[src/rtl/systolic_pkg.sv]
// -----------------------------------------------------------------------------
// systolic_pkg
// Shared definitions for the output-stationary systolic array: default
// operand/result widths, the PE state encoding, and the arithmetic helpers
// (saturating add, round-half-up shift with saturation) used by the PE and
// by the array wrapper.
//
// The helpers operate on a fixed FN_W-bit signed working word. Callers
// sign-extend their operands into it and truncate the result back to their
// own width; every width passed in must be no greater than FN_W-2 so that
// the intermediate sums cannot overflow the working word.
// -----------------------------------------------------------------------------
package systolic_pkg;

    localparam int unsigned DEF_DATA_WIDTH   = 16;
    localparam int unsigned DEF_WEIGHT_WIDTH = 8;
    localparam int unsigned DEF_ACCUM_WIDTH  = 32;
    localparam int unsigned DEF_OUT_WIDTH    = 16;
    localparam int unsigned DEF_OUT_SHIFT    = 6;
    localparam bit          DEF_SATURATE     = 1'b1;

    // Working width of the arithmetic helpers.
    localparam int unsigned FN_W = 64;

    typedef logic signed [FN_W-1:0] fn_word_t;

    typedef enum logic {
        ST_IDLE = 1'b0,
        ST_ACC  = 1'b1
    } pe_state_e;

    // Bring a working-word value into the signed range of 'width' bits,
    // either by clamping or by two's-complement wrap (re-sign-extending the
    // low 'width' bits).
    function automatic fn_word_t fit_width(
        input fn_word_t    value,
        input int unsigned width,
        input bit          saturate
    );
        fn_word_t max_v;
        fn_word_t min_v;
        fn_word_t res;
        max_v = (fn_word_t'(1) <<< (width - 1)) - fn_word_t'(1);
        min_v = -max_v - fn_word_t'(1);
        if (saturate) begin
            if (value > max_v) begin
                res = max_v;
            end else if (value < min_v) begin
                res = min_v;
            end else begin
                res = value;
            end
        end else begin
            res = (value <<< (FN_W - width)) >>> (FN_W - width);
        end
        return res;
    endfunction

    // a + b limited to a signed 'width'-bit range.
    function automatic fn_word_t sat_add(
        input fn_word_t    a,
        input fn_word_t    b,
        input int unsigned width,
        input bit          saturate
    );
        return fit_width(a + b, width, saturate);
    endfunction

    // round_half_up(value >>> shift), limited to a signed 'out_width' range.
    // Adding half an LSB before the arithmetic shift rounds ties toward +inf.
    function automatic fn_word_t round_shift_sat(
        input fn_word_t    value,
        input int unsigned shift,
        input int unsigned out_width,
        input bit          saturate
    );
        fn_word_t half;
        half = (shift == 0) ? '0 : (fn_word_t'(1) <<< (shift - 1));
        return fit_width((value + half) >>> shift, out_width, saturate);
    endfunction

endpackage

[src/rtl/systolic_pe_os_if.sv]
// -----------------------------------------------------------------------------
// systolic_pe_os_if
// Boundary signals of one output-stationary PE, grouped as one bundle.
//   Left  -> right : data_*_in_L  / data_*_out_R   (activation + tile markers)
//   Top   -> bottom: weight_*_in_T / weight_*_out_B (weights)
//   Drain column   : drain_shift, result_*_in_T / result_*_out_B
//   Status         : busy, err_mismatch, err_overrun
// modport slave  : the PE's view (consumes *_in_*, produces *_out_* + status)
// modport master : the driver's view (the opposite directions)
// -----------------------------------------------------------------------------
interface systolic_pe_os_if #(
    parameter int unsigned DATA_WIDTH   = systolic_pkg::DEF_DATA_WIDTH,
    parameter int unsigned WEIGHT_WIDTH = systolic_pkg::DEF_WEIGHT_WIDTH,
    parameter int unsigned OUT_WIDTH    = systolic_pkg::DEF_OUT_WIDTH
);

    logic [DATA_WIDTH-1:0]   data_in_L;
    logic                    data_valid_in_L;
    logic                    data_first_in_L;
    logic                    data_last_in_L;
    logic [DATA_WIDTH-1:0]   data_out_R;
    logic                    data_valid_out_R;
    logic                    data_first_out_R;
    logic                    data_last_out_R;

    logic [WEIGHT_WIDTH-1:0] weight_in_T;
    logic                    weight_valid_in_T;
    logic [WEIGHT_WIDTH-1:0] weight_out_B;
    logic                    weight_valid_out_B;

    logic                    drain_shift;
    logic [OUT_WIDTH-1:0]    result_in_T;
    logic                    result_valid_in_T;
    logic [OUT_WIDTH-1:0]    result_out_B;
    logic                    result_valid_out_B;

    logic                    busy;
    logic                    err_mismatch;
    logic                    err_overrun;

    modport slave (
        input  data_in_L, data_valid_in_L, data_first_in_L, data_last_in_L,
        output data_out_R, data_valid_out_R, data_first_out_R, data_last_out_R,
        input  weight_in_T, weight_valid_in_T,
        output weight_out_B, weight_valid_out_B,
        input  drain_shift, result_in_T, result_valid_in_T,
        output result_out_B, result_valid_out_B,
        output busy, err_mismatch, err_overrun
    );

    modport master (
        output data_in_L, data_valid_in_L, data_first_in_L, data_last_in_L,
        input  data_out_R, data_valid_out_R, data_first_out_R, data_last_out_R,
        output weight_in_T, weight_valid_in_T,
        input  weight_out_B, weight_valid_out_B,
        output drain_shift, result_in_T, result_valid_in_T,
        input  result_out_B, result_valid_out_B,
        input  busy, err_mismatch, err_overrun
    );

endinterface

[src/rtl/pe_result_stage.sv]
// -----------------------------------------------------------------------------
// pe_result_stage
// Result side of a PE: rounds and limits the final accumulator, holds it in
// the result register, and forms one slot of the per-column drain chain.
//   clk, rst          : clock, asynchronous active-high reset
//   en                : global advance; 0 holds the register and flag
//   load              : final accumulator is valid this cycle (already gated by en)
//   acc_final         : accumulator value including the last product
//   drain_shift       : column drain strobe
//   result_in         : result_valid_in  : slot from the PE above
//   result_out        : result_valid_out : slot to the PE below
//   err_overrun       : sticky, a valid result was dropped
// A local load has priority over a shift; the value it displaces (held here
// or arriving from above) is what gets lost and flagged.
// -----------------------------------------------------------------------------
module pe_result_stage #(
    parameter int unsigned ACCUM_WIDTH = systolic_pkg::DEF_ACCUM_WIDTH,
    parameter int unsigned OUT_WIDTH   = systolic_pkg::DEF_OUT_WIDTH,
    parameter int unsigned OUT_SHIFT   = systolic_pkg::DEF_OUT_SHIFT,
    parameter bit          SATURATE    = systolic_pkg::DEF_SATURATE
) (
    input  logic                          clk,
    input  logic                          rst,
    input  logic                          en,
    input  logic                          load,
    input  logic signed [ACCUM_WIDTH-1:0] acc_final,
    input  logic                          drain_shift,
    input  logic [OUT_WIDTH-1:0]          result_in,
    input  logic                          result_valid_in,
    output logic [OUT_WIDTH-1:0]          result_out,
    output logic                          result_valid_out,
    output logic                          err_overrun
);
    import systolic_pkg::*;

    logic [OUT_WIDTH-1:0] rounded;
    logic                 overrun_hit;

    always_comb begin
        rounded = OUT_WIDTH'(round_shift_sat(fn_word_t'(acc_final), OUT_SHIFT,
                                             OUT_WIDTH, SATURATE));
    end

    // Without a shift the held value is overwritten; with a shift the held
    // value moves down safely but the valid one arriving from above is lost.
    assign overrun_hit = load & ((result_valid_out & ~drain_shift) |
                                 (drain_shift & result_valid_in));

    always_ff @(posedge clk or posedge rst) begin
        if (rst) begin
            result_out       <= '0;
            result_valid_out <= 1'b0;
            err_overrun      <= 1'b0;
        end else if (en) begin
            if (load) begin
                result_out       <= rounded;
                result_valid_out <= 1'b1;
            end else if (drain_shift) begin
                result_out       <= result_in;
                result_valid_out <= result_valid_in;
            end
            if (overrun_hit) begin
                err_overrun <= 1'b1;
            end
        end
    end

endmodule

[src/rtl/systolic_pe_os.sv]
// -----------------------------------------------------------------------------
// systolic_pe_os
// Output-stationary systolic processing element. Activations and tile
// markers move one register stage to the right, weights one stage down.
// Each firing pair (both valids high while en) adds its signed product to
// the accumulator; the pair marked last hands the final sum to the result
// stage, which rounds, limits and drains it down the column. A new tile may
// accumulate while the previous result is still draining.
//   clk, rst : clock, asynchronous active-high reset
//   en       : global advance; 0 freezes every register
//   pe       : systolic_pe_os_if.slave bundle (pass-through, drain, status)
// -----------------------------------------------------------------------------
module systolic_pe_os #(
    parameter int unsigned DATA_WIDTH   = systolic_pkg::DEF_DATA_WIDTH,
    parameter int unsigned WEIGHT_WIDTH = systolic_pkg::DEF_WEIGHT_WIDTH,
    parameter int unsigned ACCUM_WIDTH  = systolic_pkg::DEF_ACCUM_WIDTH,
    parameter int unsigned OUT_WIDTH    = systolic_pkg::DEF_OUT_WIDTH,
    parameter int unsigned OUT_SHIFT    = systolic_pkg::DEF_OUT_SHIFT,
    parameter bit          SATURATE     = systolic_pkg::DEF_SATURATE
) (
    input  logic            clk,
    input  logic            rst,
    input  logic            en,
    systolic_pe_os_if.slave pe
);
    import systolic_pkg::*;

    localparam int unsigned PROD_W = DATA_WIDTH + WEIGHT_WIDTH;

    pe_state_e state;
    pe_state_e state_next;

    logic                          fire;
    logic                          mismatch;
    logic                          eff_first;
    logic                          load;
    logic signed [PROD_W-1:0]      data_ext;
    logic signed [PROD_W-1:0]      weight_ext;
    logic signed [PROD_W-1:0]      product;
    logic signed [ACCUM_WIDTH-1:0] acc;
    logic signed [ACCUM_WIDTH-1:0] acc_next;

    logic [DATA_WIDTH-1:0]   data_r;
    logic                    data_valid_r;
    logic                    data_first_r;
    logic                    data_last_r;
    logic [WEIGHT_WIDTH-1:0] weight_r;
    logic                    weight_valid_r;
    logic                    err_mismatch_r;

    assign fire     = en & pe.data_valid_in_L & pe.weight_valid_in_T;
    assign mismatch = en & (pe.data_valid_in_L ^ pe.weight_valid_in_T);

    // Both operands are sign-extended to the full product width first so the
    // multiply is exact in PROD_W bits.
    always_comb begin
        data_ext   = PROD_W'($signed(pe.data_in_L));
        weight_ext = PROD_W'($signed(pe.weight_in_T));
        product    = data_ext * weight_ext;
    end

    // ---------------- pass-through registers ----------------
    always_ff @(posedge clk or posedge rst) begin
        if (rst) begin
            data_r         <= '0;
            data_valid_r   <= 1'b0;
            data_first_r   <= 1'b0;
            data_last_r    <= 1'b0;
            weight_r       <= '0;
            weight_valid_r <= 1'b0;
        end else if (en) begin
            data_r         <= pe.data_in_L;
            data_valid_r   <= pe.data_valid_in_L;
            data_first_r   <= pe.data_first_in_L;
            data_last_r    <= pe.data_last_in_L;
            weight_r       <= pe.weight_in_T;
            weight_valid_r <= pe.weight_valid_in_T;
        end
    end

    // ---------------- FSM / accumulator state ----------------
    always_ff @(posedge clk or posedge rst) begin
        if (rst) begin
            state          <= ST_IDLE;
            acc            <= '0;
            err_mismatch_r <= 1'b0;
        end else begin
            state <= state_next;
            if (fire) begin
                acc <= acc_next;
            end
            if (mismatch) begin
                err_mismatch_r <= 1'b1;
            end
        end
    end

    // A pair arriving in IDLE always starts a fresh sum, whether or not it
    // carries first; first inside ACC restarts the sum. Only fire moves the
    // state, so en=0 holds it implicitly.
    always_comb begin
        state_next = state;
        eff_first  = pe.data_first_in_L | (state == ST_IDLE);
        acc_next   = acc;
        load       = 1'b0;
        if (fire) begin
            if (eff_first) begin
                acc_next = ACCUM_WIDTH'(product);
            end else begin
                acc_next = ACCUM_WIDTH'(sat_add(fn_word_t'(acc), fn_word_t'(product),
                                                ACCUM_WIDTH, SATURATE));
            end
            load       = pe.data_last_in_L;
            state_next = pe.data_last_in_L ? ST_IDLE : ST_ACC;
        end
    end

    pe_result_stage #(
        .ACCUM_WIDTH (ACCUM_WIDTH),
        .OUT_WIDTH   (OUT_WIDTH),
        .OUT_SHIFT   (OUT_SHIFT),
        .SATURATE    (SATURATE)
    ) u_result (
        .clk              (clk),
        .rst              (rst),
        .en               (en),
        .load             (load),
        .acc_final        (acc_next),
        .drain_shift      (pe.drain_shift),
        .result_in        (pe.result_in_T),
        .result_valid_in  (pe.result_valid_in_T),
        .result_out       (pe.result_out_B),
        .result_valid_out (pe.result_valid_out_B),
        .err_overrun      (pe.err_overrun)
    );

    assign pe.data_out_R         = data_r;
    assign pe.data_valid_out_R   = data_valid_r;
    assign pe.data_first_out_R   = data_first_r;
    assign pe.data_last_out_R    = data_last_r;
    assign pe.weight_out_B       = weight_r;
    assign pe.weight_valid_out_B = weight_valid_r;
    assign pe.busy               = (state == ST_ACC);
    assign pe.err_mismatch       = err_mismatch_r;

endmodule

[src/flat_wrapper.sv]
// flat-port wrapper written by rule: the top's interface ports become plain ports
module systolic_pe_os_flat import systolic_pkg::*;
#(
    parameter int unsigned DATA_WIDTH   = systolic_pkg::DEF_DATA_WIDTH,
    parameter int unsigned WEIGHT_WIDTH = systolic_pkg::DEF_WEIGHT_WIDTH,
    parameter int unsigned ACCUM_WIDTH  = systolic_pkg::DEF_ACCUM_WIDTH,
    parameter int unsigned OUT_WIDTH    = systolic_pkg::DEF_OUT_WIDTH,
    parameter int unsigned OUT_SHIFT    = systolic_pkg::DEF_OUT_SHIFT,
    parameter bit          SATURATE     = systolic_pkg::DEF_SATURATE
)
  (clk, rst, en, pe_data_in_L, pe_data_valid_in_L, pe_data_first_in_L, pe_data_last_in_L, pe_data_out_R, pe_data_valid_out_R, pe_data_first_out_R, pe_data_last_out_R, pe_weight_in_T, pe_weight_valid_in_T, pe_weight_out_B, pe_weight_valid_out_B, pe_drain_shift, pe_result_in_T, pe_result_valid_in_T, pe_result_out_B, pe_result_valid_out_B, pe_busy, pe_err_mismatch, pe_err_overrun);
  systolic_pe_os_if #(.DATA_WIDTH(DATA_WIDTH), .WEIGHT_WIDTH(WEIGHT_WIDTH), .OUT_WIDTH(OUT_WIDTH)) pe_i ();
  input  logic clk;
  input  logic rst;
  input  logic en;
  input wire logic [$bits(pe_i.data_in_L)-1:0] pe_data_in_L;
  input wire logic [$bits(pe_i.data_valid_in_L)-1:0] pe_data_valid_in_L;
  input wire logic [$bits(pe_i.data_first_in_L)-1:0] pe_data_first_in_L;
  input wire logic [$bits(pe_i.data_last_in_L)-1:0] pe_data_last_in_L;
  output wire logic [$bits(pe_i.data_out_R)-1:0] pe_data_out_R;
  output wire logic [$bits(pe_i.data_valid_out_R)-1:0] pe_data_valid_out_R;
  output wire logic [$bits(pe_i.data_first_out_R)-1:0] pe_data_first_out_R;
  output wire logic [$bits(pe_i.data_last_out_R)-1:0] pe_data_last_out_R;
  input wire logic [$bits(pe_i.weight_in_T)-1:0] pe_weight_in_T;
  input wire logic [$bits(pe_i.weight_valid_in_T)-1:0] pe_weight_valid_in_T;
  output wire logic [$bits(pe_i.weight_out_B)-1:0] pe_weight_out_B;
  output wire logic [$bits(pe_i.weight_valid_out_B)-1:0] pe_weight_valid_out_B;
  input wire logic [$bits(pe_i.drain_shift)-1:0] pe_drain_shift;
  input wire logic [$bits(pe_i.result_in_T)-1:0] pe_result_in_T;
  input wire logic [$bits(pe_i.result_valid_in_T)-1:0] pe_result_valid_in_T;
  output wire logic [$bits(pe_i.result_out_B)-1:0] pe_result_out_B;
  output wire logic [$bits(pe_i.result_valid_out_B)-1:0] pe_result_valid_out_B;
  output wire logic [$bits(pe_i.busy)-1:0] pe_busy;
  output wire logic [$bits(pe_i.err_mismatch)-1:0] pe_err_mismatch;
  output wire logic [$bits(pe_i.err_overrun)-1:0] pe_err_overrun;
  assign pe_i.data_in_L = pe_data_in_L;
  assign pe_i.data_valid_in_L = pe_data_valid_in_L;
  assign pe_i.data_first_in_L = pe_data_first_in_L;
  assign pe_i.data_last_in_L = pe_data_last_in_L;
  assign pe_data_out_R = pe_i.data_out_R;
  assign pe_data_valid_out_R = pe_i.data_valid_out_R;
  assign pe_data_first_out_R = pe_i.data_first_out_R;
  assign pe_data_last_out_R = pe_i.data_last_out_R;
  assign pe_i.weight_in_T = pe_weight_in_T;
  assign pe_i.weight_valid_in_T = pe_weight_valid_in_T;
  assign pe_weight_out_B = pe_i.weight_out_B;
  assign pe_weight_valid_out_B = pe_i.weight_valid_out_B;
  assign pe_i.drain_shift = pe_drain_shift;
  assign pe_i.result_in_T = pe_result_in_T;
  assign pe_i.result_valid_in_T = pe_result_valid_in_T;
  assign pe_result_out_B = pe_i.result_out_B;
  assign pe_result_valid_out_B = pe_i.result_valid_out_B;
  assign pe_busy = pe_i.busy;
  assign pe_err_mismatch = pe_i.err_mismatch;
  assign pe_err_overrun = pe_i.err_overrun;
  systolic_pe_os #(.DATA_WIDTH(DATA_WIDTH), .WEIGHT_WIDTH(WEIGHT_WIDTH), .ACCUM_WIDTH(ACCUM_WIDTH), .OUT_WIDTH(OUT_WIDTH), .OUT_SHIFT(OUT_SHIFT), .SATURATE(SATURATE)) u_core (.clk(clk), .rst(rst), .en(en), .pe(pe_i));
endmodule
[config.mk]
export PLATFORM = sky130hd
export DESIGN_NAME = systolic_pe_os_flat
export DESIGN_NICKNAME = d
export VERILOG_FILES = /design/src/rtl/systolic_pkg.sv /design/src/rtl/systolic_pe_os_if.sv /design/src/rtl/pe_result_stage.sv /design/src/rtl/systolic_pe_os.sv /design/src/flat_wrapper.sv
export SDC_FILE = /design/constraint.sdc
export NUM_CORES = 1
export LEC_CHECK = 0
export ABC_AREA = 1
export BUFFER_PORTS_ARGS = -buffer_cell sky130_fd_sc_hd__buf_2
export CORE_UTILIZATION = 40
export DETAILED_ROUTE_END_ITERATION = 10
export GPL_TIMING_DRIVEN = 0
export SLEW_MARGIN = 20
export SYNTH_ARGS = -nofsm -noshare
export SYNTH_HDL_FRONTEND = slang
export SYNTH_SLANG_ARGS = --single-unit
[constraint.sdc]
create_clock -name clk -period 4.8 [get_ports clk]
set_input_delay 0.96 -clock clk [delete_from_list [all_inputs] [get_ports clk]]
set_output_delay 0.96 -clock clk [all_outputs]
set_load 0.05 [all_outputs]
==> metrics.yaml <==
global_route:
  grt.overflow.total: 0
  grt_first_pass_wirelength_um: 58440
  grt_pass1_vias: 11540
  antenna_found_initial: 0
  grt.total_usage_pct: 24.10
  grt_max_degree: 46
sta:
  whs_ps: 464.9
  worst_slack_ps: -3129
  setup_viol: 48
  relSlewSlack_pct: 37.67
  fmaxAchievable_ghz: 0.1261
  maxSlewViolCount: 0
  fin_crit_sh_pct: 165.2
  period_needed_ps: 7929
  clock_skew_ps: 12.75
  rsz0062_at_grt: "yes"
  tightestPinTransition_ps: 934.9
  tns_ps: -100830
  hold_viol_final: 0
worst_setup_path:
  r2r_setup_slack_ps: 590
  path_max_fanout: 7
  timing.rr.start: "u_core.acc[0]"
  max_stage_delay_ps: 530
  critPathSlowestCell: "fa_1"
  worstPathArrival_ps: 8180
  r2r_cells: 34
  cpMostUsedCell: "nand2_4"
  endpoint_kind: "flip-flop"
  required_ps: 5060
  criticalPathCategory: "in2reg"
  reg2reg_to: "u_core.u_result.result_out[7]"
  crit_path_start_kind: "input pin"
logic_synthesis:
  syn_area_mm2: 0.01204
  yosysTopAreaCell: "nand2_1"
  yosysMostFrequentCell: "nand2_1"
  synth_edf_count: 0
  yosysWarningCount: 0
  synthArstFlopShare_pct: 100.0
  synth_cell_type_count: 45
  synth.top_cell.area_share_pct: 18.14
  ys_ff_latch: 80
  synthCells: 1800
  synth_common_cells: "582 x nand2_1, 360 x inv_1, 145 x nor2_1"
  ys_seq_area_share_pct: 16.63
  ys_top_cells_by_area: "nand2_1 18%, fa_1 17%, dfrtp_1 17%"
  syn-num-nets: 2033
  syn_avg_cell_area_um2: 6.690
  synthFlopType: "dfrtp_1"
clock_tree:
  cts_tree: "built"
  root_buffer: "clkbuf_16"
  clk_latency_ps: 370
  htreeDepth: 3
  cts.reportedPaths.clkPinSlew_ps: 70
  cts_sinks: 80
  clock_path_buffers: 2
  cts_made_buffers: 9
floorplanning:
  die_h_um: 175.5
  num_rows: 63
  start_util_pct: 40.63
  dieArea_mm2: 0.03080
  die_x_um: 175.5
  core_mm2: 0.02964
  boundaryPins: 97
drt:
  wl_met2_um: 16510
  ant_nets: 0
  vias: 11600
  vias_per_cell: 4.908
  wl_met3_um: 1857
  dr.pass1.iters: 5
  dr.first_iter.drc_count: 620
  drt-met1-wl_um: 17310
  drt-total-wl_um: 36200
  drcViolationCount: 0
  wire_per_inst_um: 15.31
  top_layer: "met4"
status:
  violations: "setup timing"
  status: "finished, violations left"
finish:
  drive_gt1_share_pct: 30.65
  final_nets: 2202
  area_growth_pct: 32.28
  antenna_cells: 0
placement:
  portBuffers: 72
  pre_cts_ws_ps: -4202
  dp_hpwl_um: 27540
  gp_congestion: 0.9202
min_path:
  min_from: "u_core.u_result.err_overrun"
  hold_path_end: "u_core.u_result.err_overrun"
  hp-class: "reg2reg"
  hold_depth: 1
job:
  maxCapViolations: 0
sequential cells by signal, indices dropped and copies added (netlist names), 8 cells and up:
register                    flops
u_core.pe.data_out_R           16
u_core.pe.weight_out_B          8
u_core.acc                     32
u_core.u_result.result_out     16
layout make-up:
type	instances	area [µm²]
Buffer	53	440.4
Clock inverter	7	108.9
Timing Repair Buffer	158	1150
Multi-Input combinational cell	1295	10080
Fill cell	2898	13710
Tap cell	390	488.0
Sequential cell	80	2002
Inverter	372	1430
Clock buffer	9	225.2
per-layer routing:
metal / vias to the layer above / global-route usage, %
met2: 271 / 39.34
met4: 0 / 5.870
met1: 5584 / 33.30
li1: 5713 / -
met5: - / 0
met3: 35 / 3.788
cell families after synthesis:
| logic type | Yosys count | share of synthesized area, % |
|---|---|---|
| xor gates and xnor gates | 50 | 3.637 |
| muxes | 23 | 2.151 |
| buffers and inverters | 426 | 13.66 |
| DFF | 80 | 16.63 |
| AOI/OAI and AO/OA | 136 | 6.432 |
| and+or+nand+nor | 901 | 31.89 |
| adders and majority gates | 184 | 25.60 |
worst max-delay path by stage:
stage,startpoint,endpoint,slack [ps],cells after the start
floorplan,pe_weight_in_T[2],u_core.u_result.result_out[6],-2810,49
global placement,pe_weight_in_T[7],u_core.u_result.result_out[6],-4200,49
global route,pe_weight_in_T[7],u_core.u_result.result_out[6],-3490,50
detailed placement,pe_weight_in_T[7],u_core.u_result.result_out[4],-4200,49
CTS,pe_weight_in_T[7],u_core.u_result.result_out[4],-3110,50
finish,pe_weight_in_T[7],u_core.u_result.result_out[7],-3130,51
critical path: cells and delay by family:
kind                     cells  cell delay [ps]
AND/OR/NAND/NOR             29             2660
buffers and inverters       13             1390
adder cells (fa/ha/maj)      6             2590
AO/OA/AOI/OAI                3              560
layout by cell type, fill, tap and decap left out, types with 23 or more instances in the layout:
| master | count |
|---|---|
| a21oi_1 | 30 |
| buf_2 | 75 |
| buf_4 | 71 |
| dfrtp_1 | 80 |
| fa_1 | 100 |
| ha_1 | 40 |
| ha_4 | 39 |
| inv_1 | 329 |
| inv_2 | 31 |
| mux2_2 | 23 |
| nand2_1 | 485 |
| nand2_2 | 94 |
| nand2_4 | 51 |
| nand3_1 | 54 |
| nor2_1 | 104 |
| nor2_2 | 26 |
| nor2_4 | 29 |
| o21ai_0 | 26 |
| xnor2_1 | 24 |
| xor2_1 | 23 |
repair_timing:
action | CTS | global route
buffers inserted | 56 | 23
resized for setup | 210 | 128
gates cloned | 4 | 3
setup endpoints to repair | 48 | 48
hold buffers | 0 | 0
pin swaps | 140 | 116
through the flow:
stage                     utilization, %  area, µm²  std cells
final                              53.74      15930       2364
after global routing               53.74      15930       2364
after CTS                          51.50      15260       2338
after detailed placement           46.10      13660       2263
after global placement             46.00      13630       2262
after floorplan                        -      12790       1800
Power is left out: the tool's default activity adds up to more than one toggle a clock period on the data nets, which glitch-free logic cannot reach.
